### src/rtl/uart_pkg.sv
// Shared constants, receiver state encoding and parity helper for the UART receiver.
// The PARITY state exists only when UART_RX_PARITY_EN is defined.
package uart_pkg;

  localparam int CLKS_PER_BIT_DEF = 87;
  localparam int DATA_BITS_DEF    = 8;

  typedef enum logic [2:0] {
    ST_IDLE   = 3'd0,
    ST_START  = 3'd1,
    ST_DATA   = 3'd2,
`ifdef UART_RX_PARITY_EN
    ST_PARITY = 3'd3,
`endif
    ST_STOP   = 3'd4
  } rx_state_e;

  // Expected parity bit for a word zero-extended to the widest legal frame.
  function automatic logic calc_parity(input logic [8:0] word, input logic odd);
    return (^word) ^ odd;
  endfunction

endpackage

### src/rtl/uart_sync2.sv
// Two-flop synchroniser for the idle-high serial line; both flops reset to 1
// so that reset release never looks like a start bit.
module uart_sync2 (
  input  logic clk,
  input  logic rst_n,
  input  logic d_i,
  output logic q_o
);

  logic meta_q;
  logic sync_q;

  // Double-register the asynchronous input.
  always_ff @(posedge clk or negedge rst_n) begin
    if (!rst_n) begin
      meta_q <= 1'b1;
      sync_q <= 1'b1;
    end else begin
      meta_q <= d_i;
      sync_q <= meta_q;
    end
  end

  assign q_o = sync_q;

endmodule

### src/rtl/uart_rx_cfg.sv
// Configurable UART receiver with ready/valid output and error pulses.
// Optional parity check is built only when UART_RX_PARITY_EN is defined.
module uart_rx_cfg
  import uart_pkg::*;
#(
  parameter int CLKS_PER_BIT = CLKS_PER_BIT_DEF,
  parameter int DATA_BITS    = DATA_BITS_DEF,
  parameter int PARITY_ODD   = 0
) (
  input  logic                 clk,
  input  logic                 rst_n,
  input  logic                 rx_pin,
  output logic [DATA_BITS-1:0] rx_data,
  output logic                 rx_valid,
  input  logic                 rx_ready,
  output logic                 frame_err,
  output logic                 parity_err,
  output logic                 overrun
);

  localparam int                CNT_W    = $clog2(CLKS_PER_BIT);
  localparam logic [CNT_W-1:0]  CNT_HALF = CNT_W'((CLKS_PER_BIT - 1) / 2);
  localparam logic [CNT_W-1:0]  CNT_LAST = CNT_W'(CLKS_PER_BIT - 1);
  localparam logic [3:0]        BIT_LAST = 4'(DATA_BITS - 1);

  if (CLKS_PER_BIT < 8 || CLKS_PER_BIT > 65535 || DATA_BITS < 5 || DATA_BITS > 9 ||
      PARITY_ODD < 0 || PARITY_ODD > 1) begin : g_bad_param
    $error("uart_rx_cfg: parameter out of legal range");
  end

  logic                 rx_s;
  rx_state_e            state_q, state_d;
  logic [CNT_W-1:0]     cnt_q, cnt_d;
  logic [3:0]           bit_q, bit_d;
  logic [DATA_BITS-1:0] shift_q, shift_d;
  logic [DATA_BITS-1:0] data_q, data_d;
  logic                 valid_q, valid_d;
  logic                 ferr_q, ferr_d;
  logic                 ovr_q, ovr_d;
`ifdef UART_RX_PARITY_EN
  logic                 par_bad_q, par_bad_d;
  logic                 perr_q, perr_d;
`endif

  uart_sync2 u_sync (
    .clk   (clk),
    .rst_n (rst_n),
    .d_i   (rx_pin),
    .q_o   (rx_s)
  );

  // Frame sequencing, shift register and output handshake next-state logic.
  always_comb begin
    state_d = state_q;
    cnt_d   = cnt_q;
    bit_d   = bit_q;
    shift_d = shift_q;
    data_d  = data_q;
    valid_d = valid_q;
    ferr_d  = 1'b0;
    ovr_d   = 1'b0;
`ifdef UART_RX_PARITY_EN
    par_bad_d = par_bad_q;
    perr_d    = 1'b0;
`endif

    if (valid_q && rx_ready) begin
      valid_d = 1'b0;
    end else begin
      valid_d = valid_q;
    end

    case (state_q)
      ST_IDLE: begin
        if (!rx_s) begin
          state_d = ST_START;
          cnt_d   = '0;
        end else begin
          state_d = ST_IDLE;
        end
      end
      ST_START: begin
        if (cnt_q == CNT_HALF) begin
          cnt_d   = '0;
          bit_d   = 4'd0;
          state_d = rx_s ? ST_IDLE : ST_DATA;
        end else begin
          cnt_d = cnt_q + CNT_W'(1);
        end
      end
      ST_DATA: begin
        if (cnt_q == CNT_LAST) begin
          cnt_d   = '0;
          shift_d = {rx_s, shift_q[DATA_BITS-1:1]};
          bit_d   = bit_q + 4'd1;
          if (bit_q == BIT_LAST) begin
`ifdef UART_RX_PARITY_EN
            state_d = ST_PARITY;
`else
            state_d = ST_STOP;
`endif
          end else begin
            state_d = ST_DATA;
          end
        end else begin
          cnt_d = cnt_q + CNT_W'(1);
        end
      end
`ifdef UART_RX_PARITY_EN
      ST_PARITY: begin
        if (cnt_q == CNT_LAST) begin
          cnt_d     = '0;
          par_bad_d = (rx_s != calc_parity(9'(shift_q), PARITY_ODD[0]));
          state_d   = ST_STOP;
        end else begin
          cnt_d = cnt_q + CNT_W'(1);
        end
      end
`endif
      ST_STOP: begin
        // Leave STOP at the sample point so the next start edge is caught.
        if (cnt_q == CNT_LAST) begin
          cnt_d   = '0;
          state_d = ST_IDLE;
          if (!rx_s) begin
            ferr_d = 1'b1;
`ifdef UART_RX_PARITY_EN
          end else if (par_bad_q) begin
            perr_d = 1'b1;
`endif
          end else if (valid_q && !rx_ready) begin
            ovr_d = 1'b1;
          end else begin
            data_d  = shift_q;
            valid_d = 1'b1;
          end
        end else begin
          cnt_d = cnt_q + CNT_W'(1);
        end
      end
      default: begin
        state_d = ST_IDLE;
        cnt_d   = '0;
      end
    endcase
  end

  // State, counters, data and flag registers.
  always_ff @(posedge clk or negedge rst_n) begin
    if (!rst_n) begin
      state_q <= ST_IDLE;
      cnt_q   <= '0;
      bit_q   <= 4'd0;
      shift_q <= '0;
      data_q  <= '0;
      valid_q <= 1'b0;
      ferr_q  <= 1'b0;
      ovr_q   <= 1'b0;
`ifdef UART_RX_PARITY_EN
      par_bad_q <= 1'b0;
      perr_q    <= 1'b0;
`endif
    end else begin
      state_q <= state_d;
      cnt_q   <= cnt_d;
      bit_q   <= bit_d;
      shift_q <= shift_d;
      data_q  <= data_d;
      valid_q <= valid_d;
      ferr_q  <= ferr_d;
      ovr_q   <= ovr_d;
`ifdef UART_RX_PARITY_EN
      par_bad_q <= par_bad_d;
      perr_q    <= perr_d;
`endif
    end
  end

  assign rx_data   = data_q;
  assign rx_valid  = valid_q;
  assign frame_err = ferr_q;
  assign overrun   = ovr_q;
`ifdef UART_RX_PARITY_EN
  assign parity_err = perr_q;
`else
  assign parity_err = 1'b0;
`endif

endmodule

### config.mk
export PLATFORM = sky130hd
export DESIGN_NAME = uart_rx_cfg
export DESIGN_NICKNAME = d
export VERILOG_FILES = /design/src/rtl/uart_pkg.sv /design/src/rtl/uart_sync2.sv /design/src/rtl/uart_rx_cfg.sv
export SDC_FILE = /design/constraint.sdc
export NUM_CORES = 1
export LEC_CHECK = 0
export BUFFER_PORTS_ARGS = -buffer_cell sky130_fd_sc_hd__buf_2
export CAP_MARGIN = 10
export CORE_MARGIN = 4
export CORE_UTILIZATION = 55
export DETAILED_ROUTE_END_ITERATION = 6
export GPL_TIMING_DRIVEN = 0
export PLACE_DENSITY = 0.75
export SLEW_MARGIN = 20
export SYNTH_ARGS = -nofsm -noshare
export SYNTH_HDL_FRONTEND = slang
export SYNTH_SLANG_ARGS = --single-unit
### constraint.sdc
create_clock -name clk -period 1.85 [get_ports clk]
set_input_delay 0.2775 -clock clk [delete_from_list [all_inputs] [get_ports clk]]
set_output_delay 0.2775 -clock clk [all_outputs]
set_load 0.01 [all_outputs]
Word-level counts from Yosys, hierarchy flattened
Cells that the tools add are included.

$add $sub $neg: 2. Eq/ne operators: 10. Multiplexer cells: 26. Bitwise gates (word level): 1. Reduce and logical (&&, ||, !) cells: 10.

Operators with widths (number): $mux 7 (3); $pmux 7 s3 (1); $mux 1 (13); $mux 3 (4); $pmux 3 s4 (1); $mux 4 (2); $ne 2x2->1 const B (4); $pmux 4 s2 (1); $add 7x1->7 const B (1); $eq 7x6->1 const B (1); $eq 7x7->1 const B (1); $reduce_and 3->1 (2); $add 4x1->4 const B (1); $eq 4x3->1 const B (1); $reduce_and 4->1 (1); $eq 3x1->1 const B (1); $eq 3x2->1 const B (1); $eq 3x3->1 const B (1); $logic_not 3->1 (1); $logic_and 1x1->1 (2); $mux 2 (1); $reduce_and 2->1 (1); $reduce_bool 2->1 (1); $reduce_or 2->1 (1); 2 further kinds (2).

Register bits: 35. Input bits: 4. Output and inout bits: 12. Logic and storage cells: 59.

Logic depth before layout (Yosys ltp)
Gate-level depths: netlist (run 1).

Depth after elaboration: 6. Gate-level depth with buffers: 8. Gate-level depth less buffers: 6.

Cells and area by module
Synthesis (run 1) repeated with hierarchy kept, for this count alone.

Cells, all modules: 144. Area total of the unflattened synthesis: 1696.6 um^2.

By module, submodules not included: uart_rx_cfg (times used 1, cells each 142, area each 1644.1 um^2, sequential area each 825.8 um^2); uart_sync2 (times used 1, cells each 2, area each 52.6 um^2, sequential area each 52.6 um^2).

Worst setup path after synthesis (run 1)
No wires, ideal clock.

Kind: register to register. Start point: reg cnt_q[0]. End point: reg cnt_q[3]. Setup time: 80 ps. Arrival time: 1553 ps. Required time: 1770 ps. Slack: 216 ps. Stages on the path, launching flop included: 8. Path buffers: 1. Clock period less this slack: 1634 ps. Cell sequence: dfrtp_1 > inv_1 > ha_1 > and4b_1 > buf_6 > a221oi_4 > nor2_4 > o211ai_2.

Longest elaborated chain between the ends: 3. Elaborated cells between the ends (all ways): 6. Those cells by class: add/sub (1); eq/ne (2); mux (3).

RTL lines: start: declaration (line uart_rx_cfg.sv:33) `logic [CNT_W-1:0] cnt_q, cnt_d;`; start signal: assignment (line uart_rx_cfg.sv:165) `cnt_q <= cnt_d;`; $add 7x1->7 (tied with other cells) (line uart_rx_cfg.sv:88, uart_rx_cfg.sv:106, uart_rx_cfg.sv:138); $mux 7, on equally long branches (line uart_rx_cfg.sv:92, uart_rx_cfg.sv:122, uart_rx_cfg.sv:83); $pmux 7 s3 (*) (line uart_rx_cfg.sv:73) `case (state_q)`.

Mark *: on every way between the ends. The rest lies on a longest branch, timed or not. A chain may end at the register's enable or synchronous reset.

Final worst setup path (run 1)
Start point: reg cnt_q[0]. End point: reg cnt_q[6].

Same word-level chain as after synthesis.

==> results of run 1 <==
-- final cells by class --
| class | count | share of cell area |
|---|---|---|
| Clock buffer | 6 | 0.0216 |
| Timing Repair Buffer | 17 | 0.0549 |
| Clock inverter | 2 | 0.00654 |
| Buffer | 7 | 0.0307 |
| Tap cell | 31 | 0.0203 |
| Sequential cell | 35 | 0.459 |
| Multi-Input combinational cell | 114 | 0.401 |
| Inverter | 3 | 0.00589 |
-- logic make-up after synthesis --
family,count (synthesis)
and+or+nand+nor,75
DFF,35
AOI/OAI and AO/OA,26
buffers and inverters,10
muxes,9
adders and majority gates,3
other,1
-- what timing repair did --
| action | CTS | global route |
|---|---|---|
| pin swaps | 1 | 3 |
| buffers inserted | 1 | 2 |
| hold buffers | 0 | 0 |
| resized for setup | 1 | 4 |
| endpoints found under the setup margin | 7 | 26 |
-- per-stage QoR --
stage	hold WS [ns]	power [W]	instances	setup WS, ns
after floorplan	-0.0181	0.000915	159	0.216
after global placement	0.347	0.000950	204	0.0750
after detailed placement	0.350	0.000959	204	-0.0334
after CTS	0.0147	0.00137	213	0.00956
after global routing	0.00603	0.00144	215	0.00187
final	-0.0136	0.00137	215	0.118
-- report_power, final --
| group | switching, W | total [W] | internal, W |
|---|---|---|---|
| Sequential | 0.0000178 | 0.000802 | 0.000785 |
| Clock | 0.000254 | 0.000401 | 0.000146 |
| Combinational | 0.0000973 | 0.000164 | 0.0000667 |
| Total | 0.000369 | 0.00137 | 0.000998 |
-- flip-flops by register name, summed over array words and instances, names as in the netlist --
name           count
rx_data            8
shift_q            8
cnt_q              7
bit_q              4
state_q            3
frame_err          1
overrun            1
rx_valid           1
u_sync.meta_q      1
u_sync.q_o         1
-- Yosys cell counts, types with 2 or more instances --
library cell / instances
nand2_1: 40
dfrtp_1: 33
mux2_2: 8
nor2_1: 6
o21ai_0: 6
nand3_1: 5
o211ai_2: 4
a21oi_1: 3
buf_2: 3
ha_1: 3
inv_1: 3
nor2b_1: 3
nor3_1: 3
a21oi_2: 2
buf_4: 2
buf_6: 2
dfstp_2: 2
nand2b_1: 2
nand4_1: 2
nor4_1: 2
-- routing by layer --
metal  part of all wire  GRT usage
met5                  0          0
met4              0.013     0.0674
met3              0.052     0.0604
met2               0.48      0.271
met1               0.46      0.227
-- worst register-to-register path: stages (launching register included) --
cell and delay (ns):
dfrtp_1 0.39, inv_2 0.06, ha_1 0.20, and4b_1 0.19, buf_6 0.14, a221oi_4 0.30
buf_12 0.16, nor2_4 0.07, o211ai_2 0.17
-- final timing paths --
kind | cells past startpoint | endpoint | start | slack (ns)
setup / recovery | 8 | cnt_q[6]$_DFFE_PN0P_ | cnt_q[0]$_DFFE_PN0P_ | 0.12
hold / removal | 1 | frame_err$_DFF_PN0_ | rst_n | -0.01
setup reg to reg | 8 | cnt_q[6]$_DFFE_PN0P_ | cnt_q[0]$_DFFE_PN0P_ | 0.12
min in group clk | 1 | u_sync.meta_q$_DFF_PN1_ | rx_pin | 0.03
max in group asynchronous | 1 | bit_q[3]$_DFFE_PN0P_ | rst_n | 1.38
hold reg to reg | 0 | u_sync.q_o$_DFF_PN1_ | u_sync.meta_q$_DFF_PN1_ | 0.37
==> results.yml, run 1 <==
clock_network:
  cts_buffers: 5
  cts_tree: "yes"
  root_buffer: "clkbuf_4"
  clock_sinks: 35
  ctsHtreeMaxLevel: 2
  clk_latency_ns: 0.34
  clkTransAtPathRegs_ns: 0.11
  cts_buffer_depth: 2
logic_synthesis:
  syn_inst: 159
  synth.largest_area_cell: "dfrtp_1"
  synth_mux_area_frac: 0.0590
  ys_types: 45
  synth_ff_type: "dfrtp_1"
  syn_area_um2: 1700
  synth_fp_nets: 166
  synth_edf_count: 0
  ys_async_sr_fraction: 1.00
  yosys.area_share.adder: 0.0221
  synth_xor_area_frac: 0
  yosys_warnings: 0
  synth-seq-area-share: 0.517
  yosys-top-cells-area: "dfrtp_1 49%, nand2_1 8.8%, mux2_2 5.3%, dfstp_2 3.1%, o211ai_2 2.9%"
  synth_simple_gate_area_frac: 0.236
  syn_area_per_cell_um2: 10.7
  synth_compound_area_frac: 0.126
  synth_top_family_by_area: "simple AND/OR/NAND/NOR gates"
  ys_ff_latch: 35
  synth_top_area_frac: 0.486
floorplan:
  die_area_um2: 4040
  fp.coreArea_um2: 2850
  die_h_um: 63.6
  die_x_um: 63.6
  std_cell_rows: 19
  ios: 16
  start_util: 0.595
timing:
  finClkSkew_ns: 0.0149
  fmax_mhz: 577
  setup_viol: 0
  whs_ns: -0.0136
  period_minus_slack_ns: 1.73
  relSlewSlack: 0.505
  finalSetupTns_ns: 0
  worstMarginPinSlew_ns: 0.743
  slew_violations: 0
  rsz0062_at_grt: "no"
  min_period_over_period: 0.936
  final-hold-violation-count: 16
drt:
  via_count: 1231
  wl_mm: 3.08
  wl_per_cell_um: 14.3
  via_per_inst: 5.73
  ant_nets: 0
  drt-initial-drc-count: 68
  dr.pass1.iters: 4
  drc: 0
place:
  gp_congestion: 0.896
  dpl-instance-area_um2: 1810
  io_buffers: 14
  dp_hpwl_mm: 2.16
worst_setup_path:
  end_kind: "register"
  crit_family: "compound AO/OA/AOI/OAI gates"
  crit_fanout: 8
  required_ns: 2.11
  crit_slowest_cell: "dfrtp_1"
  critPathArrivalTime_ns: 1.99
  critPathKind: "register to register"
  cp_num_buf_inv: 3
  cpPeakStageDelay_ns: 0.39
  cp_cell_sequence: "inv_2 -> ha_1 -> and4b_1 -> buf_6 -> a221oi_4 -> buf_12 -> nor2_4 -> o211ai_2"
  start_kind: "register"
final_layout:
  nets: 190
  seqCellArea_um2: 878
  num_antenna_cells: 0
  multi_input_area_um2: 767
  layout_common_cells: "40 x nand2_1, 33 x dfrtp_1, 16 x buf_2, 8 x mux2_2"
  fin_util: 0.671
  final_area_um2: 1910
  syn2layout_area_growth_pct: 12.7
  fill_cells: 211
  drive_gt1_frac: 0.310
  final_common_cell: "nand2_1"
hold_path:
  worst_hold_path_type: "input pin to asynchronous set/reset pin"
global_route:
  grt_antenna_before_repair: 0
  grt_max_degree: 36
  grt.total_usage: 0.176
  grt_overflow_total: 0
  first_global_vias: 1184
  grt_pass1_wl_mm: 5.51
power:
  powerDensity_nw_per_um2: 715
  vdd_drop_max_uv: 659
  p_leak_nw: 0.973
run:
  max-cap-violations: 0
outcome:
  run_status: "finished with violations"
  violations: "negative hold slack"
Note: power is estimated with default switching activity, not from simulation.
==> inputs of run 2 (changes only) <==
--- a/config.mk
+++ b/config.mk
@@ -7,11 +7,13 @@
 export LEC_CHECK = 0
 export BUFFER_PORTS_ARGS = -buffer_cell sky130_fd_sc_hd__buf_2
 export CAP_MARGIN = 10
-export CORE_MARGIN = 4
+export CORE_MARGIN = 2
 export CORE_UTILIZATION = 55
+export CTS_CLUSTER_SIZE = 30
 export DETAILED_ROUTE_END_ITERATION = 6
 export GPL_TIMING_DRIVEN = 0
 export PLACE_DENSITY = 0.75
+export SETUP_SLACK_MARGIN = 0.05
 export SLEW_MARGIN = 20
 export SYNTH_ARGS = -nofsm -noshare
 export SYNTH_HDL_FRONTEND = slang
==> run 2 against run 1 <==
  * The run still ends with negative hold slack left
  * Maximum frequency decreased by 0.38%
  * Critical path depth decreased by 3
  * Flip-flop and latch count unchanged
  * Critical endpoint is now cnt_q[3]$_DFFE_PN0P_
  * Clock power increased by 18%
==> results.yml, run 2 (synthesis results as in run 1) <==
outcome:
  run_status: "finished with violations"
  violations: "negative hold slack"
worst_setup_path:
  end_kind: "register"
  cp_num_buf_inv: 1
  critPathKind: "register to register"
  crit_slowest_cell: "or3b_2"
  rrSetupSlack_ns: 0.11
  cp_cell_sequence: "buf_4 -> or3b_2 -> a21oi_2 -> nor2_4 -> o211ai_2"
  start_kind: "register"
  cpPeakStageDelay_ns: 0.49
  required_ns: 2.12
  crit_fanout: 10
  critPathArrivalTime_ns: 2.01
  crit_family: "simple AND/OR/NAND/NOR gates"
timing:
  relSlewSlack: 0.498
  slew_violations: 0
  finClkSkew_ns: 0.00564
  final-hold-violation-count: 14
  rsz0062_at_grt: "yes"
  period_minus_slack_ns: 1.74
  fmax_mhz: 575
  whs_ns: -0.0138
  min_period_over_period: 0.940
  finalSetupTns_ns: 0
  setup_viol: 0
  worstMarginPinSlew_ns: 0.753
final_layout:
  drive_gt1_frac: 0.321
  seqCellArea_um2: 878
  num_antenna_cells: 0
  multi_input_area_um2: 769
  nets: 190
  final_common_cell: "nand2_1"
  layout_common_cells: "40 x nand2_1, 33 x dfrtp_1, 16 x buf_2, 8 x mux2_2"
  syn2layout_area_growth_pct: 14.1
  final_area_um2: 1940
  fill_cells: 239
global_route:
  first_global_vias: 1158
  grt_antenna_before_repair: 0
  grt_pass1_wl_mm: 5.19
  grt_max_degree: 36
  grt_overflow_total: 0
  grt.total_usage: 0.202
drt:
  drt-initial-drc-count: 35
  ant_nets: 0
  via_count: 1248
  drc: 0
  wl_per_cell_um: 14.3
  dr.pass1.iters: 4
  via_per_inst: 5.75
  wl_mm: 3.11
floorplan:
  die_h_um: 59.6
  start_util: 0.565
  die_area_um2: 3550
  ios: 16
  die_x_um: 59.6
  fp.coreArea_um2: 3000
  std_cell_rows: 20
place:
  dpl-instance-area_um2: 1810
  dp_hpwl_mm: 2.11
  gp_congestion: 0.766
  io_buffers: 14
clock_network:
  cts_buffer_depth: 2
  clk_latency_ns: 0.34
  clock_sinks: 35
  cts_tree: "yes"
  ctsHtreeMaxLevel: 2
  cts_hold_buf: 0
  root_buffer: "clkbuf_4"
  clkTransAtPathRegs_ns: 0.10
  cts_buffers: 5
power:
  p_leak_nw: 0.979
  powerDensity_nw_per_um2: 745
  vdd_drop_max_uv: 471
hold_path:
  worst_hold_path_type: "input pin to asynchronous set/reset pin"
run:
  max-cap-violations: 0
[run 2: cell count changes in the layout (fill, tap and decap cells not counted)]
cell	before	now
clkbuf_8	0	2
and4_1	1	0
and4_4	0	1
clkbuf_1	1	0
clkinv_2	1	0
ha_1	3	2
ha_2	0	1
nor2b_1	2	3
nor2b_2	1	0
[run 2: through the flow]
step,total power [W],instances,worst slack [ns],utilization,hold WS [ns]
6_report,0.00144,217,0.112,0.645,-0.0138
5_1_grt,0.00151,217,0.0172,0.645,0.00121
4_1_cts,0.00145,215,0.0562,0.634,0.00969
3_5_place_dp,0.000959,206,0.000844,0.603,0.355
3_3_place_gp,0.000949,206,0.0905,0.603,0.346
2_1_floorplan,0.000915,159,0.216,-,-0.0181
[run 2: final cells by class]
type / instances / share of cell area
inverters: 3 / 0.00581
repair buffers: 17 / 0.0543
plain buffers: 7 / 0.0304
clock buffers: 7 / 0.0336
clock inverters: 1 / 0.00388
multi-input cells: 114 / 0.397
well taps: 33 / 0.0213
flip-flops and latches: 35 / 0.453
[run 2: layer usage]
| metal | wire, µm | up-vias | GRT usage |
|---|---|---|---|
| li1 | - | 607 | - |
| met1 | 1410 | 614 | 0.251 |
| met2 | 1530 | 22 | 0.323 |
| met3 | 119 | 5 | 0.0655 |
| met4 | 51 | 0 | 0.0889 |
| met5 | 0 | - | 0 |
[run 2: report_power, final]
| group | leakage, nW | switching, W | internal, W |
|---|---|---|---|
| registers | 0.476 | 0.0000183 | 0.000785 |
| clock network | 0.0375 | 0.000252 | 0.000222 |
| logic | 0.466 | 0.0000992 | 0.0000665 |
| total | 0.979 | 0.000370 | 0.00107 |
[run 2: worst paths after layout]
check | startpoint | cells after the start | to
max | state_q[2]$_DFFE_PN0P_ | 5 | cnt_q[3]$_DFFE_PN0P_
min | rst_n | 1 | rx_valid$_DFF_PN0_
max reg2reg | state_q[2]$_DFFE_PN0P_ | 5 | cnt_q[3]$_DFFE_PN0P_
min reg2reg | u_sync.meta_q$_DFF_PN1_ | 0 | u_sync.q_o$_DFF_PN1_
max in group asynchronous | rst_n | 1 | rx_data[0]$_DFFE_PN0P_
min in group clk | rx_pin | 1 | u_sync.meta_q$_DFF_PN1_
[run 2: what timing repair did]
action | CTS | global route
resized for setup | 1 | 6
pin swaps | 1 | 5
buffers inserted | 1 | 2
endpoints found under the setup margin | 8 | 26
==> inputs of run 3 (changes only) <==
--- a/config.mk
+++ b/config.mk
@@ -9,6 +9,7 @@
 export CAP_MARGIN = 10
 export CORE_MARGIN = 2
 export CORE_UTILIZATION = 55
+export CTS_BUF_LIST = sky130_fd_sc_hd__clkbuf_16
 export CTS_CLUSTER_SIZE = 30
 export DETAILED_ROUTE_END_ITERATION = 6
 export GPL_TIMING_DRIVEN = 0
==> run 3 against run 2 <==
  * The run now ends clean
  * Worst hold slack better by 0.079 ns
  * Clock power up 66%
  * First-iteration DRC count increased by 37%
  * Global-route usage up 1.3 points
  * Combinational power about the same
  * Worst setup slack lost 0.011 ns
  * Flip-flop and latch count stayed put
  * Power up 22%
  * Die area is the same
  * Via count rose by 1.7%
  * Critical endpoint unchanged
  * Largest cell class unchanged
==> results.yml, run 3 (synthesis results as in run 1) <==
outcome:
  run_status: "finished clean"
timing:
  finClkSkew_ns: 0.00538
  relSlewSlack: 0.499
  rsz0062_at_grt: "yes"
  period_minus_slack_ns: 1.75
  fmax_mhz: 572
  slew_violations: 0
  min_period_over_period: 0.946
  finalSetupTns_ns: 0
  setup_viol: 0
  final-hold-violation-count: 0
  worstMarginPinSlew_ns: 0.751
  whs_ns: 0.0656
power:
  powerDensity_nw_per_um2: 872
  finalPower_w: 0.00176
  vdd_drop_max_uv: 660
  p_leak_nw: 1.01
place:
  gp_congestion: 0.766
  dp_hpwl_mm: 2.11
  dpl-instance-area_um2: 1810
  io_buffers: 14
clock_network:
  cts_hold_buf: 0
  clk_latency_ns: 0.28
  cts_buffers: 5
  ctsHtreeMaxLevel: 2
  cts_buffer_depth: 2
  clkTransAtPathRegs_ns: 0.05
  cts_tree: "yes"
  root_buffer: "clkbuf_16"
  clock_sinks: 35
drt:
  via_per_inst: 5.85
  via_count: 1269
  dr.pass1.iters: 6
  wl_per_cell_um: 15.3
  drt-initial-drc-count: 48
  ant_nets: 0
  drc: 0
  wl_mm: 3.32
final_layout:
  fill_cells: 227
  layout_common_cells: "40 x nand2_1, 33 x dfrtp_1, 16 x buf_2, 8 x mux2_2"
  syn2layout_area_growth_pct: 18.9
  drive_gt1_frac: 0.321
  nets: 190
  num_antenna_cells: 0
  final_area_um2: 2020
  final_common_cell: "nand2_1"
floorplan:
  std_cell_rows: 20
  fp.coreArea_um2: 3000
  start_util: 0.565
  ios: 16
  die_x_um: 59.6
  die_h_um: 59.6
  die_area_um2: 3550
worst_setup_path:
  required_ns: 2.05
  critPathArrivalTime_ns: 1.95
  crit_fanout: 10
  crit_slowest_cell: "or3b_2"
  critPathKind: "register to register"
  cp_cell_sequence: "buf_4 -> or3b_2 -> a21oi_2 -> nor2_4 -> o211ai_2"
  start_kind: "register"
  cpPeakStageDelay_ns: 0.50
  end_kind: "register"
global_route:
  first_global_vias: 1159
  grt_antenna_before_repair: 0
  grt_pass1_wl_mm: 5.46
  grt_overflow_total: 0
  grt_max_degree: 36
  grt.total_usage: 0.215
run:
  max-cap-violations: 0
hold_path:
  worst_hold_path_type: "input pin to asynchronous set/reset pin"
-- run 3: cell count changes in the layout (fill, tap and decap cells not counted) --
| cell | delta |
|---|---|
| a21oi_2 | +1 |
| a31oi_2 | +1 |
| clkbuf_4 | -5 |
| clkbuf_8 | -2 |
| clkbuf_16 | +5 |
| a21oi_1 | -1 |
| clkinv_1 | +2 |
| buf_8 | +1 |
| buf_6 | -1 |
| a31oi_1 | -1 |
-- run 3: final cells by class --
type                            count  area, µm²  area share
Inverter                            3       11.3     0.00558
Tap cell                           33       41.3      0.0205
Multi-Input combinational cell    114        779       0.386
Buffer                              7       62.6      0.0310
Sequential cell                    35        878       0.435
Timing Repair Buffer               17        105      0.0521
Clock buffer                        5        125      0.0620
Clock inverter                      3       15.0     0.00744
-- run 3: report_power, final --
group	switching, W	total, W	internal (W)	leakage (nW)
Clock	0.000297	0.000785	0.000488	0.0649
Combinational	0.000103	0.000169	0.0000666	0.467
Sequential	0.0000183	0.000805	0.000787	0.476
Total	0.000418	0.00176	0.00134	1.01
-- run 3: stage by stage --
step | setup WS, ns | util | std cells
global route | 0.0308 | 0.672 | 217
detailed placement | 0.000844 | 0.603 | 206
global placement | 0.0905 | 0.603 | 206
floorplan | 0.216 | - | 159
CTS | 0.0642 | 0.658 | 215
finish | 0.100 | 0.672 | 217
-- run 3: what timing repair did --
| action | 4_1_cts | 5_1_grt |
|---|---|---|
| buffers inserted | 1 | 2 |
| endpoints found under the hold margin | 0 | 0 |
| resized for setup | 2 | 8 |
| endpoints found under the setup margin | 8 | 25 |
| pin swaps | 1 | 5 |
-- run 3: critical path, delay by kind of cell (launching register included) --
| family | cells | cell delay (ns) |
|---|---|---|
| and+or+nand+nor | 2 | 0.62 |
| buffers and inverters | 1 | 0.18 |
| AOI/OAI and AO/OA | 2 | 0.51 |
| DFF | 1 | 0.36 |
-- run 3: worst paths after layout --
path | from | to | slack (ns) | depth (start not counted)
max | state_q[2]$_DFFE_PN0P_ | cnt_q[3]$_DFFE_PN0P_ | 0.10 | 5
min | rst_n | rx_data[1]$_DFFE_PN0P_ | 0.07 | 1
max reg2reg | state_q[2]$_DFFE_PN0P_ | cnt_q[3]$_DFFE_PN0P_ | 0.10 | 5
min reg2reg | u_sync.meta_q$_DFF_PN1_ | u_sync.q_o$_DFF_PN1_ | 0.36 | 0
max in group asynchronous | rst_n | shift_q[1]$_DFFE_PN0P_ | 1.31 | 1
min in group clk | rx_pin | u_sync.meta_q$_DFF_PN1_ | 0.10 | 1
-- run 3: layer usage --
layer,vias to the layer above,part of all wire,GRT usage
met3,9,0.040,0.0786
met4,0,0.019,0.0794
met2,27,0.52,0.339
li1,607,-,-
met1,626,0.42,0.273
met5,-,0,0
